==> config.mk <==
export PLATFORM = sky130hd
export DESIGN_NAME = dmi_reg_responder
export DESIGN_NICKNAME = d
export VERILOG_FILES = /design/src/rtl/dmi_reg_responder.sv
export SDC_FILE = /design/constraint.sdc
export NUM_CORES = 1
export LEC_CHECK = 0
export BUFFER_PORTS_ARGS = -buffer_cell sky130_fd_sc_hd__buf_2
export CAP_MARGIN = 0
export CORE_ASPECT_RATIO = 1.4
export CORE_MARGIN = 5
export CORE_UTILIZATION = 30
export CTS_CLUSTER_DIAMETER = 200
export DETAILED_ROUTE_END_ITERATION = 7
export PLACE_DENSITY = 0.63
export SETUP_SLACK_MARGIN = 0.3
export SYNTH_ARGS = -nofsm -noshare
export SYNTH_HDL_FRONTEND = slang
export SYNTH_SLANG_ARGS = --single-unit
==> constraint.sdc <==
create_clock -name clk_i -period 1.81 [get_ports clk_i]
set_input_delay 0.2715 -clock clk_i [delete_from_list [all_inputs] [get_ports clk_i]]
set_output_delay 0.2715 -clock clk_i [all_outputs]
set_load 0.05 [all_outputs]
==> src/rtl/dmi_reg_responder.sv <==
// DMI request/response responder: range-checks DMI requests and performs them on a
// req/gnt/rvalid register bus. Optional backend watchdog enabled by DMI_TIMEOUT_EN.
module dmi_reg_responder #(
   parameter logic [6:0]  AddrLo        = 7'h04,
   parameter logic [6:0]  AddrHi        = 7'h7F,
   parameter int unsigned TimeoutCycles = 64
) (
   input  logic        clk_i,
   input  logic        rst_ni,
   input  logic [40:0] dmi_req_i,
   input  logic        dmi_req_valid_i,
   output logic        dmi_req_ready_o,
   output logic [33:0] dmi_resp_o,
   output logic        dmi_resp_valid_o,
   input  logic        dmi_resp_ready_i,
   output logic        reg_req_o,
   output logic        reg_we_o,
   output logic [6:0]  reg_addr_o,
   output logic [31:0] reg_wdata_o,
   input  logic        reg_gnt_i,
   input  logic        reg_rvalid_i,
   input  logic [31:0] reg_rdata_i,
   input  logic        reg_err_i
);

   localparam logic [1:0] StIdle    = 2'd0;
   localparam logic [1:0] StAccess  = 2'd1;
   localparam logic [1:0] StWait    = 2'd2;
   localparam logic [1:0] StRespond = 2'd3;

   localparam logic [1:0] OpNop   = 2'd0;
   localparam logic [1:0] OpRead  = 2'd1;
   localparam logic [1:0] OpWrite = 2'd2;

   localparam logic [1:0] RespOk   = 2'd0;
   localparam logic [1:0] RespFail = 2'd2;

   if (TimeoutCycles < 2 || TimeoutCycles > 255) begin : g_bad_timeout
      $error("dmi_reg_responder: TimeoutCycles must be in 2..255");
   end

   logic [1:0]  state_q,    state_d;
   logic        ready_q,    ready_d;
   logic [6:0]  addr_q,     addr_d;
   logic [1:0]  op_q,       op_d;
   logic [31:0] wdata_q,    wdata_d;
   logic [31:0] rsp_data_q, rsp_data_d;
   logic [1:0]  rsp_code_q, rsp_code_d;

   logic [6:0]  req_addr;
   logic [1:0]  req_op;
   logic [31:0] req_data;
   logic        req_in_range;
   logic        req_is_bus;

   assign req_addr = dmi_req_i[40:34];
   assign req_op   = dmi_req_i[33:32];
   assign req_data = dmi_req_i[31:0];

   // Widened compare keeps the range check meaningful for any AddrHi up to 7'h7F.
   assign req_in_range = ({1'b0, req_addr} >= {1'b0, AddrLo}) &&
                         ({1'b0, req_addr} <= {1'b0, AddrHi});
   assign req_is_bus   = (req_op == OpRead || req_op == OpWrite) && req_in_range;

`ifdef DMI_TIMEOUT_EN
   logic [7:0] cnt_q, cnt_d;
   logic       drain_q, drain_d;
   logic       timeout_hit;

   assign timeout_hit = ((cnt_q + 8'd1) == 8'(TimeoutCycles));
`endif

   always_comb begin
      state_d    = state_q;
      addr_d     = addr_q;
      op_d       = op_q;
      wdata_d    = wdata_q;
      rsp_data_d = rsp_data_q;
      rsp_code_d = rsp_code_q;
`ifdef DMI_TIMEOUT_EN
      cnt_d      = cnt_q;
      // A late completion of an abandoned transaction is swallowed here.
      drain_d    = drain_q && !reg_rvalid_i;
`endif

      case (state_q)
         StIdle: begin
            if (dmi_req_valid_i && ready_q) begin
               addr_d  = req_addr;
               op_d    = req_op;
               wdata_d = req_data;
               if (req_is_bus) begin
                  state_d = StAccess;
`ifdef DMI_TIMEOUT_EN
                  cnt_d   = 8'd0;
`endif
               end else begin
                  state_d    = StRespond;
                  rsp_data_d = 32'd0;
                  rsp_code_d = (req_op == OpNop) ? RespOk : RespFail;
               end
            end
         end
         StAccess: begin
`ifdef DMI_TIMEOUT_EN
            cnt_d = cnt_q + 8'd1;
`endif
            if (reg_gnt_i) begin
               state_d = StWait;
`ifdef DMI_TIMEOUT_EN
            end else if (timeout_hit) begin
               state_d    = StRespond;
               rsp_data_d = 32'd0;
               rsp_code_d = RespFail;
`endif
            end
         end
         StWait: begin
`ifdef DMI_TIMEOUT_EN
            cnt_d = cnt_q + 8'd1;
`endif
            if (reg_rvalid_i) begin
               state_d    = StRespond;
               rsp_data_d = (op_q == OpRead) ? reg_rdata_i : wdata_q;
               rsp_code_d = reg_err_i ? RespFail : RespOk;
`ifdef DMI_TIMEOUT_EN
            end else if (timeout_hit) begin
               // Grant was given, so the bus still owes one rvalid.
               state_d    = StRespond;
               rsp_data_d = 32'd0;
               rsp_code_d = RespFail;
               drain_d    = 1'b1;
`endif
            end
         end
         default: begin
            if (dmi_resp_ready_i) begin
               state_d = StIdle;
            end
         end
      endcase

`ifdef DMI_TIMEOUT_EN
      ready_d = (state_d == StIdle) && !drain_d;
`else
      ready_d = (state_d == StIdle);
`endif
   end

   always_ff @(posedge clk_i or negedge rst_ni) begin
      if (!rst_ni) begin
         state_q    <= StIdle;
         ready_q    <= 1'b0;
         addr_q     <= 7'd0;
         op_q       <= 2'd0;
         wdata_q    <= 32'd0;
         rsp_data_q <= 32'd0;
         rsp_code_q <= 2'd0;
`ifdef DMI_TIMEOUT_EN
         cnt_q      <= 8'd0;
         drain_q    <= 1'b0;
`endif
      end else begin
         state_q    <= state_d;
         ready_q    <= ready_d;
         addr_q     <= addr_d;
         op_q       <= op_d;
         wdata_q    <= wdata_d;
         rsp_data_q <= rsp_data_d;
         rsp_code_q <= rsp_code_d;
`ifdef DMI_TIMEOUT_EN
         cnt_q      <= cnt_d;
         drain_q    <= drain_d;
`endif
      end
   end

   assign dmi_req_ready_o  = ready_q;
   assign dmi_resp_valid_o = (state_q == StRespond);
   assign dmi_resp_o       = {rsp_data_q, rsp_code_q};
   assign reg_req_o        = (state_q == StAccess);
   assign reg_we_o         = (op_q == OpWrite);
   assign reg_addr_o       = addr_q;
   assign reg_wdata_o      = wdata_q;

endmodule

; Yosys cells after proc, flatten, opt, wreduce, memory -nomap -nowiden
; Index checks and enable logic that the tools add are counted.
[classes]
n_reduce_logical = 9
n_lt_le_gt_ge = 1
muxes = 17
eq_ne = 10
[op_table]
columns = cell, count
row1 = 32-bit two-way mux, 4
row2 = 32-bit one-hot mux with 2 select lines, 1
row3 = 2-bit two-way mux, 10
row4 = 2-bit == test (second input constant), 4
row5 = 7-bit by 3-bit >= comparator with 1-bit output (second input constant), 1
row6 = 2-bit by 1-bit == test with 1-bit output (second input constant), 3
row7 = 2-bit logical NOT, 3
row8 = 2-bit inequality test (second input constant), 3
row9 = 2-bit one-hot mux with 3 select lines, 1
row10 = 2-bit one-hot mux with 2 select lines, 1
row11 = 4-bit AND reduction, 1
row12 = 1-bit logical AND, 2
row13 = 2-bit AND reduction, 1
row14 = 2-bit nonzero test, 1
row15 = 1-bit logical OR, 1
[totals]
output_inout_bits = 77
inputBits = 80
register_bits = 78

; Depth between registers and ports, before layout
; Gate-level depths: netlist of run 1.
[logic_depth]
word_depth = 7
ltp_mapped = 6
ltp_nobuf = 5

; Least setup slack after synthesis of run 1
; No wires, ideal clock.
[synth_timing]
kind = reg2reg
startpoint = register ready_q, in the netlist dmi_req_ready_o
endpoint = register rsp_code_q[1]
t_required_ps = 1685
t_arrival_ps = 1550
stages_incl_launch_ff = 6
path_buffers = 1
period_less_slack_ps = 1675
setup_ps = 125
setup_slack_ps = 135
cell_sequence = dfrtp_1 -> and4bb_1 -> buf_4 -> nor2b_4 -> a31o_4 -> mux2_4
[synth_between]
elab_chain_cells = 3
[synth_lines]
columns = element, line_no
row1 = start: declaration, 43  ; logic ready_q, ready_d;
row2 = start signal: assignment, 165  ; ready_q <= ready_d;
row3 = 1-bit logical AND, 88  ; if (dmi_req_valid_i && ready_q) begin
row4 = 2-bit inequality test (no line), n/a
row5 = 4-bit AND reduction (no line), n/a
row6 = end signal: assignment, 170  ; rsp_code_q <= rsp_code_d;
row7 = end: declaration, 48  ; logic [1:0] rsp_code_q, rsp_code_d;
; Every way passes these cells.
; A chain may end at the register's enable or synchronous reset.

; Worst setup path after layout of run 1
[layout_timing]
startpoint = register state_q[0]
endpoint = register wdata_q[27], in the netlist reg_wdata_o[27]
[layout_between]
elab_chain_cells = 2
[layout_lines]
columns = element, line_no
row1 = start: declaration, 42  ; logic [1:0] state_q, state_d;
row2 = start signal: assignment, 152  ; state_q <= StIdle;
row3 = start signal: assignment, 164  ; state_q <= state_d;
row4 = 2-bit logical NOT, 86  ; case (state_q)
row5 = 2-bit AND reduction (no line), n/a
row6 = end signal: assignment, 168  ; wdata_q <= wdata_d;
row7 = end: declaration, 46  ; logic [31:0] wdata_q, wdata_d;
; Every way passes these cells.

==> results.md, run 1 <==
- Gr busiest metal: met2
- R2R setup slack: 260 ps
- Setup WS post-layout: 264 ps
- Placer congestion estimate: 0.872
- Fin nets: 476
- Reg2Reg Depth: 4
- CTS Sinks: 77
- Drt first pass iters: 4
- CP delay by family, top: flip-flops
- Via density: 4.64
- Worst setup SP type: register
- I/O pins: 157
- Total GRT Usage: 13.7%
- Adder-cell share of the synthesized area: 0.380%
- Mapped Nets: 310
- M3 GR Usage: 4.37%
- FMAX: 647 MHz
- CTS Buf Count: 9
- Synth top area share: 58.5%
- Synth area leader: dfrtp_1
- Port Buffers: 155
- Largest family of logic cells by synthesized area: multiplexers
- CTS clk-pin slew, worst paths: 60 ps
- Core area: 10,800 um^2
- Initial antenna violation count: 0
- GR Util met1: 15.8%
- Setup crit end kind: register
- Most frequent cells in the layout: buf_2 (152), dfrtp_1 (76), mux2_2 (41), o2bb2ai_1 (33), mux2i_1 (32)
- Max Cap Viol: 0
- Post-synthesis simple-gate area fraction: 2.55%
- Area share of xor/xnor cells in the synthesized design: 0%
- CTS tree: done
- Die Height: 134 um
- Slowest CP cell: dfrtp_1
- # diodes: 0
- DP HPWL: 6.28 mm
- Crit Path Max Fanout: 10
- Fin crit share: 85.4%
- Critical Path RT: 2020 ps
- LEAKAGE: 2.31 nW
- Largest net degree at the start of global routing: 38
- Fin cells: 541
- Post-synthesis instance area: 3290 um^2
- #FFs+latches synth: 77
- Hold crit path type: in2reg
- Initial Utilization: 30.5%
- Endpoints failing hold: 0
- WHS: 171 ps
- Most common cell after layout, fill and taps aside: buf_2
- Post-synthesis mux area share: 24.2%
- Initial DRC count: 27
- Tot Pwr: 10.8 mW
- Ys Warns: 0
- Max IR drop VDD: 1130 uV
- GRT overflow: 0
- CTS max path bufs: 2
- Die width: 98.5 um
- Compound-Gate Fraction of Synth Area: 10.6%
- Setup violators final: 0
- RR Startpoint: state_q[0]
- FP Rows: 45
- RSZ-0062 raised after global routing: true
- Die area: 13,200 um^2
- Max-slew violations: 0
- Syn Inst Count: 229
- DR DRC count: 0
- Post-layout util: 43.9%
- Area Growth Syn to Fin: 44.3%
- CP endpoint: reg_wdata_o[27]
- H-tree depth: 3
- Post-route cell area: 4750 um^2
- Yosys cell types: 25
- ANT nets after route: 0
- Setup tns final: 0 ps
- CP arrival: 1760 ps
- Worst Path Class, Setup: reg2reg
- Inst Count DP: 515
- RR Endpoint: reg_wdata_o[27]
- Crit. Startpoint: state_q[0]
- Via count: 2,509
- Root Buffer Master: clkbuf_16
- Max incr delay on CP: 420 ps
- Critical path cell sequence: and4bb_4 -> buf_6 -> clkbuf_16 -> mux2_2
- Met2 Use GR: 23.9%
- Minimum clock period: 1550 ps
- Layout cells sized above 1: 59.0%
- Post-placement cell area: 4250 um^2
- Routed length per instance: 17.2 um
- Vias in the first global route: 2,739
- Routed WL: 9.29 mm
- Post-Syn Area per Cell: 14.4 um^2
- Part of the Yosys area used for sequential elements: 58.5%
- PwrDens: 2270 nW/um^2
- Setup WS pre-CTS: 211 ps
- Clock Skews: 7.90 ps
- First-pass GRT wire length: 14.3 mm
- Bufs and invs on worst path: 2
- Area contributors post-synth: dfrtp_1 (59%), mux2_2 (14%), mux2i_1 (9.7%), o2bb2ai_1 (8.8%), buf_2 (1.2%)
- Crit. path cell count: 4
- Clock Latency Late Sink: 330 ps
- Status: completed
-- where the power goes --
part           leakage, nW  switching [mW]  total (mW)  internal (mW)
logic                 1.22            4.07        5.94           1.87
registers            0.958           0.535        3.06           2.53
clock network        0.134           0.676        1.78           1.10
-- routing by layer --
layer  share of wire (%)  up-vias
li1                    -     1170
met1                  40     1239
met2                  52       91
met3                 6.3        9
met4                 1.1        0
met5                   0        -
-- kinds of logic after synthesis --
| group | count (synthesis) |
|---|---|
| mux | 74 |
| simple gates | 14 |
| buf+inv | 21 |
| compound gates | 41 |
| other cells | 1 |
| flops | 77 |
| fa+ha+maj | 1 |
-- state kept, by name, indices dropped and copies added (netlist names) --
name / flops
reg_addr_o: 7
reg_wdata_o: 32
rsp_code_q: 1
dmi_req_ready_o: 1
op_q: 2
state_q: 2
rsp_data_q: 32
-- cell usage after synthesis --
cell type,count
a21oi_1,2
a31o_2,1
a31o_4,1
and2_1,1
and4bb_1,1
buf_2,8
buf_4,4
buf_6,2
clkbuf_1,3
conb_1,1
dfrtp_1,77
ha_1,1
inv_1,4
mux2_2,41
mux2_4,1
mux2i_1,32
nand2_1,4
nand3b_1,1
nor2_1,3
nor2b_1,2
nor2b_4,1
nor3_1,1
o21ai_0,3
o2bb2ai_1,33
o31a_1,1
-- how the worst min path moves through the flow --
stage                        from               to  slack, ps  cells after the start
floorplan                  rst_ni  dmi_req_ready_o        -20                      0
finish              dmi_req_i[20]  reg_wdata_o[20]        170                      2
global route         dmi_req_i[6]   reg_wdata_o[6]        160                      2
CTS                 dmi_req_i[20]  reg_wdata_o[20]        160                      2
detailed placement         rst_ni    reg_addr_o[3]        180                      1
global placement           rst_ni    reg_addr_o[3]        170                      1
-- worst register-to-register path: cells and delay by family (launching register included) --
kind	cells	cell delay [ps]
AND/OR/NAND/NOR	1	370
multiplexers	1	340
flip-flops	1	420
buffers and inverters	2	300
-- area by class of cell --
type / count / area, um^2
inverter: 4 / 15.0
clock buffer: 11 / 243
sequential: 77 / 1930
fill: 1045 / 6060
timing repair buffer: 172 / 1070
tap: 141 / 176
clock inverter: 5 / 60.1
multi-input combinational: 131 / 1260
-- timing repair --
item | CTS | global route
hold buffers | 1 | 0
pin swaps | 1 | 2
gates cloned | 2 | 2
resized for setup | 6 | 5
setup buffers | 5 | 0
hold endpoints to repair | 16 | 0
setup endpoints to repair | 62 | 76
Power figures use the tool's default switching activity.
==> run 2, diff against run 1 <==
SETUP_SLACK_MARGIN = not set   (was 0.3)
==> results.md, run 2 (synthesis results as in run 1) <==
- Fin nets: 467 (-1.9%)
- Most frequent cells in the layout: buf_2 (154), dfrtp_1 (77), mux2_2 (41), o2bb2ai_1 (33), mux2i_1 (32)
- Max-slew violations: 0 (unchanged)
- Hold path depth: 2 (unchanged)
- Post-route cell area: 4570 um^2 (-3.8%)
- Initial Utilization: 30.5% (unchanged)
- Critical path cell sequence: and4bb_2 -> nor2b_4 -> a31o_4 -> buf_12 -> o2bb2ai_1
- DR DRC count: 0 (unchanged)
- FMAX: 613 MHz (-5.2%)
- Minimum clock period: 1630 ps (+85.1 ps)
- Area Growth Syn to Fin: 38.9%
- Routed WL: 8.65 mm (-6.9%)
- Root Buffer Master: clkbuf_16
- Max incr delay on CP: 430 ps (about the same)
- Max Cap Viol: 0 (unchanged)
- Crit Path Max Fanout: 17 (+7)
- Vias in the first global route: 2,788 (+1.8%)
- Via density: 4.61 (-0.51%)
- Setup crit end kind: register
- First-pass GRT wire length: 14.3 mm (+0.14%)
- Hold EP: reg_wdata_o[29]
- Max IR drop VDD: 997 uV (-12%)
- Initial antenna violation count: 2 (+2)
- Initial DRC count: 76 (+180%)
- Post-CTS sizing: 0 (-6)
- GRT overflow: 0 (unchanged)
- Die width: 98.5 um (unchanged)
- Clock Skews: 5.15 ps (-2.76 ps)
- Endpoints failing hold: 0 (unchanged)
- Worst Path Class, Setup: reg2reg
- ANT nets after route: 0 (unchanged)
- Bufs and invs on worst path: 1 (-1)
- Die Height: 134 um (unchanged)
- CTS tree: done
- Largest net degree at the start of global routing: 42 (+11%)
- Clock Latency Late Sink: 330 ps (about the same)
- Worst Min Path Start: dmi_req_i[29]
- Slew @ Worst Pin: 505 ps
- CTS Sinks: 77 (unchanged)
- Routed length per instance: 16.2 um (-5.7%)
- Postcts setup bufs: 0 (-5)
- H-tree depth: 3 (unchanged)
- Hold crit path type: in2reg
- RR Startpoint: state_q[0]
- FP Rows: 45 (unchanged)
- R2R setup slack: 180 ps (-90 ps)
- CP arrival: 1830 ps (+70 ps)
- Placer congestion estimate: 0.831 (-4.7%)
- Fin crit share: 90.1% (+4.7 points)
- LEAKAGE: 2.24 nW (-3.1%)
- Most common cell after layout, fill and taps aside: buf_2
- Critical Path RT: 2010 ps (about the same)
- Setup violators final: 0 (unchanged)
- Relative slew slack: 66.3%
- Setup WS post-layout: 179 ps (-85.1 ps)
- Crit. path cell count: 5 (+1)
- Worst setup SP type: register
- Status: completed
- Layout cells sized above 1: 57.3% (-1.7 points)
- Via count: 2,464 (-1.8%)
- RR Endpoint: rsp_data_q[12]
- Post-placement cell area: 4240 um^2 (-0.32%)
- CTS clk-pin slew, worst paths: 60 ps (about the same)
- Slowest CP cell: dfrtp_1
- Reg2Reg Depth: 5 (+1)
- Core area: 10,800 um^2 (unchanged)
- CP delay by family, top: simple AND/OR/NAND/NOR gates
- Die area: 13,200 um^2 (unchanged)
- CTS Buf Count: 9 (unchanged)
- Drt first pass iters: 4 (unchanged)
- DP HPWL: 6.41 mm (+2.1%)
- Total GRT Usage: 13.7% (+0.045 points)
- Setup WS pre-CTS: 187 ps (-23.7 ps)
- PwrDens: 2320 nW/um^2 (+2.3%)
- CTS max path bufs: 2 (unchanged)
- RSZ-0062 raised after global routing: false
- Port Buffers: 155 (unchanged)
- I/O pins: 157 (unchanged)
- Setup tns final: 0 ps (unchanged)
[run 2: where the power goes]
part / total, mW / switching [mW] / internal (mW)
Clock: 1.89 / 0.688 / 1.20
Combinational: 5.68 / 4.00 / 1.68
Sequential: 3.05 / 0.526 / 2.53
Total: 10.6 / 5.22 / 5.41
[run 2: what timing repair did]
item / in CTS / in global routing
endpoints found under the hold margin: 37 / 0
endpoints found under the setup margin: 0 / 0
hold buffers: 1 / 0
[run 2: how the worst max path moves through the flow]
stage                    startpoint             end  slack (ps)
floorplan           dmi_req_ready_o   rsp_code_q[1]         130
global placement         state_q[0]   rsp_code_q[1]         240
detailed placement       state_q[0]   rsp_data_q[5]         190
CTS                      state_q[0]   rsp_data_q[5]         170
global route             state_q[0]  rsp_data_q[12]          90
finish                   state_q[0]  rsp_data_q[12]         180
[run 2: per-stage QoR]
step	util (%)	cells	hold WS (ps)	total power, mW
2_1_floorplan	-	229	-24.1	7.39
3_3_place_gp	39.2	515	267	8.74
3_5_place_dp	39.2	515	280	8.84
4_1_cts	42.2	532	155	10.8
5_1_grt	42.3	534	150	11.2
6_report	42.3	534	170	10.6
[run 2: area by class of cell]
class                           instances  area, um^2
Antenna cell                            2        5.00
Clock buffer                           10         229
Clock inverter                          6        87.6
Fill cell                            1079        6240
Inverter                                4        15.0
Multi-Input combinational cell        131        1250
Sequential cell                        77        1930
Tap cell                              141         176
Timing Repair Buffer                  163         878
[run 2: metal layers]
metal / global-route usage (%) / vias up / routed length [um]
met4: 6.30 / 0 / 236
li1: - / 1160 / -
met1: 16.2 / 1181 / 3490
met3: 4.84 / 19 / 666
met2: 22.4 / 104 / 4260
met5: 0 / - / 0
==> run 3, diff against run 2 <==
MAX_ROUTING_LAYER = met4   (was not set)
==> results.md, run 3 (synthesis results as in run 1) <==
- Largest net degree at the start of global routing: 42 (unchanged)
- Routed WL: 8.63 mm (-0.21%)
- Fin nets: 467 (unchanged)
- Routed length per instance: 16.2 um (-0.21%)
- LEAKAGE: 2.24 nW (unchanged)
- CTS Sinks: 77 (unchanged)
- Tot Pwr: 10.6 mW (-0.13%)
- FP Rows: 45 (unchanged)
- Setup tns final: 0 ps (unchanged)
- Met2 WL: 4.27 mm (+0.31%)
- CTS clk-pin slew, worst paths: 60 ps (about the same)
- Crit Path Max Fanout: 17 (unchanged)
- Critical Path RT: 2010 ps (about the same)
- I/O pins: 157 (unchanged)
- Minimum clock period: 1630 ps (-0.0300 ps)
- CP arrival: 1830 ps (about the same)
- Port Buffers: 155 (unchanged)
- Via density: 4.61 (-0.16%)
- Critical path cell sequence: and4bb_2 -> nor2b_4 -> a31o_4 -> buf_12 -> o2bb2ai_1
- Initial Utilization: 30.5% (unchanged)
- Relative slew slack: 66.5% (+0.12 points)
- Placer congestion estimate: 0.844 (+1.5%)
- Die Height: 134 um (unchanged)
- GRT overflow: 0 (unchanged)
- ANT nets after route: 0 (unchanged)
- Clock Skews: 6.03 ps (+0.881 ps)
- Most common cell after layout, fill and taps aside: buf_2
- Endpoints failing hold: 0 (unchanged)
- Reg2Reg Depth: 5 (unchanged)
- Initial DRC count: 66 (-13%)
- Max IR drop VDD: 997 uV (about the same)
- CTS Buf Count: 9 (unchanged)
- Fin crit share: 90.1% (about the same)
- Post-CTS sizing: 0 (unchanged)
- First-pass GRT wire length: 14.3 mm (-0.14%)
- Most frequent cells in the layout: buf_2 (154), dfrtp_1 (77), mux2_2 (41), o2bb2ai_1 (33), mux2i_1 (32)
- Core area: 10,800 um^2 (unchanged)
- CTS max path bufs: 2 (unchanged)
- WL met3: 565 um (-15%)
- CTS tree: done
- DR DRC count: 0 (unchanged)
- Hold path depth: 2 (unchanged)
- Slowest CP cell: dfrtp_1
- Setup violators final: 0 (unchanged)
- RR Endpoint: rsp_data_q[12]
- RSZ-0062 raised after global routing: false
- Max-slew violations: 0 (unchanged)
- Status: completed
- Die area: 13,200 um^2 (unchanged)
- Layout cells sized above 1: 57.3% (unchanged)
- Hold crit path type: in2reg
- # hold bufs at CTS: 1 (unchanged)
- Drt first pass iters: 4 (unchanged)
- Top Layer Used: met4
- FILL cells: 1,079 (unchanged)
- WL met1: 3.56 mm (+1.9%)
- Max incr delay on CP: 430 ps (about the same)
- Clock Latency Late Sink: 330 ps (about the same)
- Slew @ Worst Pin: 503 ps (-1.86 ps)
- FMAX: 613 MHz (about the same)
- Root Buffer Master: clkbuf_16
- Worst Min Path Start: dmi_req_i[1]
- PwrDens: 2320 nW/um^2 (-0.13%)
- R2R setup slack: 180 ps (about the same)
- Worst Path Class, Setup: reg2reg
- Worst setup SP type: register
- Setup crit end kind: register
- Via count: 2,460 (-0.16%)
- RR Startpoint: state_q[0]
- Die width: 98.5 um (unchanged)
- H-tree depth: 3 (unchanged)
- DP HPWL: 6.41 mm (unchanged)
- Total GRT Usage: 14.1% (+0.34 points)
- Initial antenna violation count: 2 (unchanged)
- Postcts setup bufs: 0 (unchanged)
- Max Cap Viol: 0 (unchanged)
- Vias in the first global route: 2,799 (+0.39%)
- Hold EP: reg_wdata_o[1]
- Area Growth Syn to Fin: 38.9% (unchanged)
run 3: how the worst max path moves through the flow:
stage / from / end / slack [ps] / cells after the start
floorplan: dmi_req_ready_o / rsp_code_q[1] / 130 / 5
global placement: state_q[0] / rsp_code_q[1] / 240 / 4
detailed placement: state_q[0] / rsp_data_q[5] / 190 / 5
CTS: state_q[0] / rsp_data_q[5] / 170 / 5
global route: state_q[0] / rsp_data_q[12] / 90 / 5
finish: state_q[0] / rsp_data_q[12] / 180 / 5
run 3: area by class of cell:
class / count / area [um^2] / area share [%]
diodes: 2 / 5.00 / 0.109
multi-input cells: 131 / 1250 / 27.4
clock buffers: 10 / 229 / 5.01
clock inverters: 6 / 87.6 / 1.92
inverters: 4 / 15.0 / 0.328
well taps: 141 / 176 / 3.86
repair buffers: 163 / 878 / 19.2
flip-flops and latches: 77 / 1930 / 42.1
run 3: metrics by stage:
stage	instance area, um^2	setup WS [ps]	util [%]	hold WS, ps	instances
finish	4570	179	42.3	175	534
global route	4570	89.8	42.3	154	534
CTS	4570	169	42.2	155	532
detailed placement	4240	187	39.2	280	515
global placement	4240	237	39.2	267	515
floorplan	3290	135	-	-24.1	229
run 3: metal layers:
| metal | up-vias | track usage (%) |
|---|---|---|
| met5 | - | - |
| met2 | 108 | 22.2 |
| met3 | 20 | 3.28 |
| met4 | 0 | 6.99 |
| li1 | 1163 | - |
| met1 | 1169 | 16.9 |
run 3: critical path: cells and delay by family, from the launching register on:
family | cells | cell delay (ps)
buffers and inverters | 1 | 180
DFF | 1 | 430
AOI/OAI and AO/OA | 2 | 420
and+or+nand+nor | 2 | 450
run 3: power breakdown:
part | leakage [nW] | internal [mW] | switching [mW]
combinational | 1.14 | 1.68 | 4.00
clock | 0.145 | 1.20 | 0.677
sequential | 0.959 | 2.53 | 0.523
